File: config.mk
export PLATFORM = sky130hd
export DESIGN_NAME = dma_channel_arbiter
export DESIGN_NICKNAME = d
export VERILOG_FILES = /design/src/rtl/dma_channel_arbiter.sv
export SDC_FILE = /design/constraint.sdc
export NUM_CORES = 1
export LEC_CHECK = 0
export ABC_AREA = 1
export BUFFER_PORTS_ARGS = -buffer_cell sky130_fd_sc_hd__buf_2
export CORE_AREA = 2 2 359 361
export DETAILED_ROUTE_END_ITERATION = 10
export DIE_AREA = 0 0 361 363
export SETUP_SLACK_MARGIN = 0.02
export SLEW_MARGIN = 20
export SYNTH_ARGS = -nofsm -noshare
export SYNTH_HDL_FRONTEND = slang
export SYNTH_SLANG_ARGS = --single-unit
export TNS_END_PERCENT = 20
File: constraint.sdc
create_clock -name clk_i -period 6.25 [get_ports clk_i]
set_input_delay 0.625 -clock clk_i [delete_from_list [all_inputs] [get_ports clk_i]]
set_output_delay 0.625 -clock clk_i [all_outputs]
set_load 0.01 [all_outputs]
File: src/rtl/dma_channel_arbiter.sv
// Round-robin arbiter that shares one DMA engine among NCH descriptor channels.
// Latches the winning descriptor, starts the DMA, waits for done or timeout, then reports status.
module dma_channel_arbiter #(
  parameter int NCH        = 4,
  parameter int DATA_WIDTH = 32,
  parameter int TIMEOUT    = 1024
) (
  input  logic                      clk_i,
  input  logic                      rst_ni,
  input  logic [NCH-1:0]            req_i,
  input  logic [NCH*DATA_WIDTH-1:0] len_i,
  input  logic [NCH*DATA_WIDTH-1:0] src_lsb_i,
  input  logic [NCH*DATA_WIDTH-1:0] src_msb_i,
  input  logic [NCH*DATA_WIDTH-1:0] dst_lsb_i,
  input  logic [NCH*DATA_WIDTH-1:0] dst_msb_i,
  output logic [NCH-1:0]            gnt_o,
  output logic [NCH-1:0]            cmp_valid_o,
  output logic [2:0]                cmp_status_o,
  output logic                      busy_o,
  output logic [DATA_WIDTH-1:0]     dma_start_o,
  output logic [DATA_WIDTH-1:0]     dma_len_o,
  output logic [DATA_WIDTH-1:0]     dma_src_lsb_o,
  output logic [DATA_WIDTH-1:0]     dma_src_msb_o,
  output logic [DATA_WIDTH-1:0]     dma_dst_lsb_o,
  output logic [DATA_WIDTH-1:0]     dma_dst_msb_o,
  output logic [DATA_WIDTH-1:0]     dma_done_o,
  input  logic [DATA_WIDTH-1:0]     dma_valid_i
);

  localparam int IW = $clog2(NCH);
  localparam int CW = $clog2(TIMEOUT);
  localparam logic [CW-1:0] CNT_LAST = CW'(TIMEOUT - 1);

  localparam logic [2:0] S_IDLE   = 3'd0;
  localparam logic [2:0] S_ARB    = 3'd1;
  localparam logic [2:0] S_ISSUE  = 3'd2;
  localparam logic [2:0] S_WAIT   = 3'd3;
  localparam logic [2:0] S_ACK    = 3'd4;
  localparam logic [2:0] S_REPORT = 3'd5;

  logic [2:0]    state_q, state_d;
  logic [IW-1:0] rr_q, idx_q, win_idx, cand;
  logic          win_found;
  logic [CW-1:0] cnt_q;
  logic          to_q, ld_ok_q, st_ok_q;
  logic          unused_valid;

  assign unused_valid = ^{dma_valid_i[DATA_WIDTH-1:4], dma_valid_i[0]};

  // Search starts just after the last winner so every channel gets a turn.
  always_comb begin
    win_found = 1'b0;
    win_idx   = '0;
    cand      = '0;
    for (int i = 1; i <= NCH; i++) begin
      cand = IW'((int'(rr_q) + i) % NCH);
      if (!win_found && req_i[cand]) begin
        win_found = 1'b1;
        win_idx   = cand;
      end
    end
  end

  always_comb begin
    state_d = state_q;
    case (state_q)
      S_IDLE:   if (|req_i) state_d = S_ARB;
      S_ARB:    state_d = win_found ? S_ISSUE : S_IDLE;
      S_ISSUE:  state_d = S_WAIT;
      S_WAIT:   if (dma_valid_i[3] || cnt_q == CNT_LAST) state_d = S_ACK;
      S_ACK:    if (!dma_valid_i[3]) state_d = S_REPORT;
      S_REPORT: state_d = (|req_i) ? S_ARB : S_IDLE;
      default:  state_d = S_IDLE;
    endcase
  end

  always_ff @(posedge clk_i or negedge rst_ni) begin
    if (!rst_ni) begin
      state_q       <= S_IDLE;
      rr_q          <= IW'(NCH - 1);
      idx_q         <= '0;
      cnt_q         <= '0;
      to_q          <= 1'b0;
      ld_ok_q       <= 1'b0;
      st_ok_q       <= 1'b0;
      dma_len_o     <= '0;
      dma_src_lsb_o <= '0;
      dma_src_msb_o <= '0;
      dma_dst_lsb_o <= '0;
      dma_dst_msb_o <= '0;
    end else begin
      state_q <= state_d;
      case (state_q)
        S_ARB: begin
          if (win_found) begin
            rr_q  <= win_idx;
            idx_q <= win_idx;
            for (int c = 0; c < NCH; c++) begin
              if (win_idx == IW'(c)) begin
                dma_len_o     <= len_i[c*DATA_WIDTH +: DATA_WIDTH];
                dma_src_lsb_o <= src_lsb_i[c*DATA_WIDTH +: DATA_WIDTH];
                dma_src_msb_o <= src_msb_i[c*DATA_WIDTH +: DATA_WIDTH];
                dma_dst_lsb_o <= dst_lsb_i[c*DATA_WIDTH +: DATA_WIDTH];
                dma_dst_msb_o <= dst_msb_i[c*DATA_WIDTH +: DATA_WIDTH];
              end
            end
          end
        end
        S_ISSUE: begin
          cnt_q   <= '0;
          to_q    <= 1'b0;
          ld_ok_q <= 1'b0;
          st_ok_q <= 1'b0;
        end
        // A real done wins over a timeout landing on the same cycle.
        S_WAIT: begin
          if (dma_valid_i[3]) begin
            ld_ok_q <= dma_valid_i[1];
            st_ok_q <= dma_valid_i[2];
          end else if (cnt_q == CNT_LAST) begin
            to_q    <= 1'b1;
            ld_ok_q <= 1'b0;
            st_ok_q <= 1'b0;
          end else begin
            cnt_q <= cnt_q + CW'(1);
          end
        end
        default: ;
      endcase
    end
  end

  // Outputs decode from state only, so an async reset clears them immediately.
  always_comb begin
    gnt_o        = '0;
    cmp_valid_o  = '0;
    cmp_status_o = '0;
    if (state_q == S_ARB && win_found) gnt_o[win_idx] = 1'b1;
    if (state_q == S_REPORT) begin
      cmp_valid_o[idx_q] = 1'b1;
      cmp_status_o       = {to_q, ~st_ok_q, ~ld_ok_q};
    end
  end

  assign busy_o      = (state_q != S_IDLE);
  assign dma_start_o = DATA_WIDTH'(state_q == S_ISSUE);
  assign dma_done_o  = DATA_WIDTH'(state_q == S_ACK);

endmodule

Word-level counts from Yosys, hierarchy flattened
Cells that the tools add are included.

Add/subtract/negate cells: 5. Reduce and logical (&&, ||, !) cells: 22. Magnitude comparators: 8. Bitwise operators: 2. Mux-type cells: 60. Eq/ne operators: 16.

Operators with widths (number): 32-bit 2-to-1 mux (20); 10-bit 2-to-1 mux (2); 10-bit case mux with 2 select lines (1); 2-bit by 3-bit less-than comparator with 1-bit output (second input constant) (6); 3-bit case mux with 6 select lines (1); 1-bit 2-to-1 mux (16); 3-bit 2-to-1 mux (4); 2-bit != test (second input constant) (6); 3-bit AND reduction (4); 10-bit by 1-bit adder with 10-bit output (second input constant) (1); 10-bit == test (second input constant) (1); 2-bit 2-to-1 mux (5); 1-bit binary-select mux with 2-bit select (4); 4-bit 2-to-1 mux (2); 3-bit by 2-bit == test with 1-bit output (second input constant) (2); 3-bit == test (second input constant) (2); 1-bit logical AND (6); 1-bit case mux with 2 select lines (3); 2-bit by 1-bit adder with 2-bit output (second input constant) (2); 2-bit adder (second input constant) (2); 1-bit demux with 2-bit select (2); 2-bit == test (second input constant) (2); 2-bit by 1-bit greater-or-equal comparator with 1-bit output (second input constant) (2); 2-bit AND reduction (2); 12 further kinds (15).

Output and inout port bits: 236. Register bits after elaboration: 180. Bits of input ports: 678. Logic and storage cells: 125.

Depth between registers and ports, before layout
Depth after elaboration: 18. Mapped depth: 19. Gate-level depth less buffers: 15.

Worst setup path before layout
OpenSTA, ideal clock, no wires.

Path kind: reg2out. Start point: register rr_q[0]. End point: output port gnt_o[2]. Setup slack: 3627 ps. Data arrival time: 1998 ps. Cell stages (with the launch flop): 15. Buffers on the path: 4. Required time: 5625 ps. Path through: dfstp_2 buf_4 inv_4 nand2_1 nand2_1 nand2_1 nand2_2 nor2_2 nand3b_1 nand2_2 buf_6 nand2_2 buf_4 buf_2 nor2_1.

Word-level cells in the longest chain between the ends: 18. Elaborated cells on any way between the ends: 33. Those cells by class: 4 x add/sub; 2 x order compare; 19 x mux; 8 x reduce/logical.

Ends and longest elaborated chain: start, declared (line 42) `logic [IW-1:0] rr_q, idx_q, win_idx, cand;`; start signal, assigned (line 80) `rr_q <= IW'(NCH - 1);`; start signal, assigned (line 96) `rr_q <= win_idx;`; 2-bit by 1-bit adder with 2-bit output (line 56) `cand = IW'((int'(rr_q) + i) % NCH);`; 1-bit binary-select mux with 2-bit select (line 57) `if (!win_found && req_i[cand]) begin`; 1-bit 2-to-1 mux (not written as such) (line 57); 1-bit 2-to-1 mux (line 57); 1-bit zero test (line 57); 1-bit logical AND (line 57); 1-bit 2-to-1 mux (line 57); 1-bit zero test (line 57); [... 2 more ...]; 1-bit zero test (line 57); 1-bit logical AND (line 57); 2-bit 2-to-1 mux (line 57); 2-bit by 3-bit less-than comparator with 1-bit output (not written as such) or 2-bit by 1-bit greater-or-equal comparator with 1-bit output (tied branches) (line 138) `if (state_q == S_ARB && win_found) gnt_o[win_idx] = 1'b1;`; 1-bit logical AND (not written as such) (line 138); 1-bit 2-to-1 mux (not written as such) (line 138); 1-bit demux with 2-bit select (line 138); 4-bit 2-to-1 mux (*) (line 138); end, declared (line 16) `output logic [NCH-1:0] gnt_o,`.

Mark *: on every way between the ends. The rest lies on a longest branch, timed or not. The select of a mux whose other input is x is not followed.

Final worst setup path
Start point: register rr_q[0]. End point: output port gnt_o[0].

The elaborated chain is that of the path after synthesis.

==> impl_metrics.json <==
{
  "status": "finished clean",
  "multi_input_area_um2": 7595,
  "holdWs_ns": 0.3484,
  "num_rows": 131,
  "required_ns": 5.62,
  "rsz0062_at_grt": "false",
  "fin_skew_ns": 0.01910,
  "clk_pin_slew_ns": 0.08,
  "die_y_um": 363,
  "crit_family": "buffers and inverters",
  "numClockSinks": 180,
  "ir_drop_uv": 370.5,
  "cp_num_buf_inv": 4,
  "routabilityCongestion": 0.9163,
  "grt_usage_pct": 13.05,
  "critPathKind": "reg2out",
  "drt_iter0_drc": 1178,
  "hold_violations": 0,
  "setup_tns_ns": 0,
  "dieArea_um2": 131000,
  "grt_pass1_wl_um": 120200,
  "dieWidth_um": 361,
  "worstPathMaxFanout": 93,
  "hold_class": "in2reg",
  "area_delta_synth_final_pct": 42.88,
  "num_io_pins": 914,
  "grt_remaining_overflow": 0,
  "route.detailed.drc": 0,
  "syn_area_um2": 14350,
  "ff_latch_area_um2": 4507,
  "nets": 3715,
  "drive_above_1_share_pct": 29.16,
  "tightest_slew_ns": 1.031,
  "htree_levels": 4,
  "postCtsSetupBuffers": 0,
  "synth.top_cell.area_share_pct": 31.03,
  "syn_area_per_cell_um2": 6.150,
  "vias": 17792,
  "yosysWarnings": 0,
  "start_util_pct": 11.30,
  "power_mw": 13.99,
  "min_period_ns": 4.143,
  "setup_violations": 0,
  "clock-root-buffer": "clkbuf_16",
  "via_per_inst": 3.766,
  "relSlewSlack_pct": 31.25,
  "setup.worst_path.end": "gnt_o[0]",
  "r2r_end": "dma_len_o[29]$_DFFE_PN0P_",
  "finalCritPeriodShare_pct": 66.29,
  "path_depth": 13,
  "grt_max_degree": 131,
  "reg2reg_from": "rr_q[0]$_DFFE_PN1P_",
  "cpMostUsedCell": "nand2_1",
  "firstDrtPassIters": 5,
  "path_cells": "inv_4, nand2_1, nand2_1, nand2_1, nand2_2, nor2_2, nand3_1, nand2_1, nand2_4, inv_6, buf_12, nor3_1, buf_2",
  "regToRegSetupSlack_ns": 2.15,
  "slowest_stage": "dfstp_2",
  "dp_hpwl_um": 69330,
  "layoutNonFillerInstCount": 4725,
  "synth_cells": 2334,
  "grt_pass1_vias": 16315,
  "ys_top_cells_by_area": "dfrtp_1, nand2_1, o21ai_0",
  "cts_tree": "done",
  "numCtsBuffers": 17,
  "ys_seq_area_share_pct": 31.40,
  "io_buffers": 822,
  "ant_nets": 0,
  "grt_antenna_before_repair": 47,
  "wl_per_cell_um": 18.91,
  "worst_setup_path_end_kind": "output pin",
  "synth-seq-cells": 180,
  "worst_r2r_path_depth": 16,
  "synth.distinct_cells": 33,
  "drt-total-wl_um": 89330,
  "critPathLaunch": "rr_q[0]$_DFFE_PN1P_",
  "place_inst": 4678,
  "fmaxAchievable_mhz": 241.4,
  "critPathArrivalTime_ns": 3.52,
  "slowest_delay_ns": 0.63,
  "num-fill-cells": 14781,
  "p_leak_nw": 12.06,
  "synth_top_area_cell": "dfrtp_1",
  "final_util_pct": 16.14,
  "maxSlewViolCount": 0,
  "cp-start-kind": "register",
  "worstSkewPairLatency_ns": 0.53,
  "p_per_area_nw_per_um2": 682.1,
  "max-clock-path-buffers": 2,
  "core-area_um2": 127000,
  "max_cap_viol_count": 0
}
## state kept, by name (all words and copies together) (netlist names), 2 cells and up
| signal | cells |
|---|---|
| rr_q | 2 |
| dma_src_msb_o | 32 |
| cnt_q | 10 |
| idx_q | 2 |
| dma_src_lsb_o | 32 |
| dma_dst_msb_o | 32 |
| state_q | 3 |
| dma_dst_lsb_o | 32 |
| dma_len_o | 32 |
## metal layers
metal / track usage, % / vias to the layer above / part of all wire [%]
met2: 21.21 / 854 / 46
li1: - / 8562 / -
met1: 15.35 / 8226 / 40
met4: 4.775 / 10 / 3.3
met3: 5.352 / 140 / 11
met5: 0 / - / 0.076
## tightest hold or removal path, delay by kind of cell
family,cells,cell delay [ns]
buffers and inverters,1,0.08
and+or+nand+nor,2,0.12
## synthesized netlist by cell type, drive strengths merged
cell	count
nand2	861
inv	339
o21ai	333
dfrtp	178
nand3	178
o21bai	161
buf	139
clkbuf	81
nor2	21
clkinv	11
a21oi	6
nand4	5
nor3	5
nor4	4
o31ai	3
dfstp	2
xor2	2
a211oi	1
a22o	1
conb	1
ha	1
nand3b	1
## final cells by class
class | count | share of cell area (%)
Antenna cell | 14 | 0.1708
Tap cell | 1662 | 10.14
Clock buffer | 19 | 2.209
Multi-Input combinational cell | 1645 | 37.03
Sequential cell | 180 | 21.98
Timing Repair Buffer | 842 | 21.22
Clock inverter | 13 | 0.7748
Inverter | 350 | 6.479
## how the worst min path moves through the flow
stage | from | end | slack (ns) | depth (start not counted)
2_1_floorplan | rst_ni | cnt_q[0]$_DFFE_PN0P_ | 0.33 | 0
3_5_place_dp | dma_dst_msb_o[1]$_DFFE_PN0P_ | dma_dst_msb_o[1]$_DFFE_PN0P_ | 0.46 | 2
4_1_cts | dma_valid_i[2] | st_ok_q$_DFFE_PN0P_ | 0.27 | 3
6_report | dma_valid_i[2] | st_ok_q$_DFFE_PN0P_ | 0.35 | 3
5_1_grt | dma_valid_i[2] | st_ok_q$_DFFE_PN0P_ | 0.31 | 3
3_3_place_gp | dma_len_o[6]$_DFFE_PN0P_ | dma_len_o[6]$_DFFE_PN0P_ | 0.46 | 2
## cells by family (layout without fill, tap and decap cells)
kind of cell / Yosys count / count (layout) / synth area share, %
adders and majority gates: 1 / 1 / 0.08715
and+or+nand+nor: 1075 / 1075 / 30.20
xor gates and xnor gates: 2 / 2 / 0.1221
AOI/OAI and AO/OA: 505 / 505 / 20.51
DFF: 180 / 180 / 31.40
other: 1 / 76 / 0.02613
buffers and inverters: 570 / 1224 / 17.65
## report_power, final
part           internal (mW)  leakage (nW)  total, mW  switching [mW]
clock                  0.625         0.302       1.23           0.608
sequential              1.78          2.21       2.14           0.362
combinational           2.83          9.55       10.6            7.79
## per-stage QoR
step	area, um2	setup WS [ns]
2_1_floorplan	14580	3.627
3_3_place_gp	19850	2.057
3_5_place_dp	19850	2.048
4_1_cts	20470	1.956
5_1_grt	20500	1.733
6_report	20510	2.107
## layout by cell type (no fill, tap or decap), drive strengths merged, types with 6 or more instances in the layout
cell type  count
clkinv        12
clkbuf        19
inv          348
diode         14
nand2        861
dfrtp        178
buf          841
nand3        178
o21ai        333
nor2          21
a21oi          6
o21bai       161
conb          62
## what timing repair did
| action | in CTS | in global routing |
|---|---|---|
| gates resized for setup | 0 | 0 |
| endpoints found under the hold margin | 1 | 0 |
| setup endpoints to repair | 0 | 0 |
| hold buffers | 1 | 0 |
Note: power is estimated with default switching activity, not from simulation.
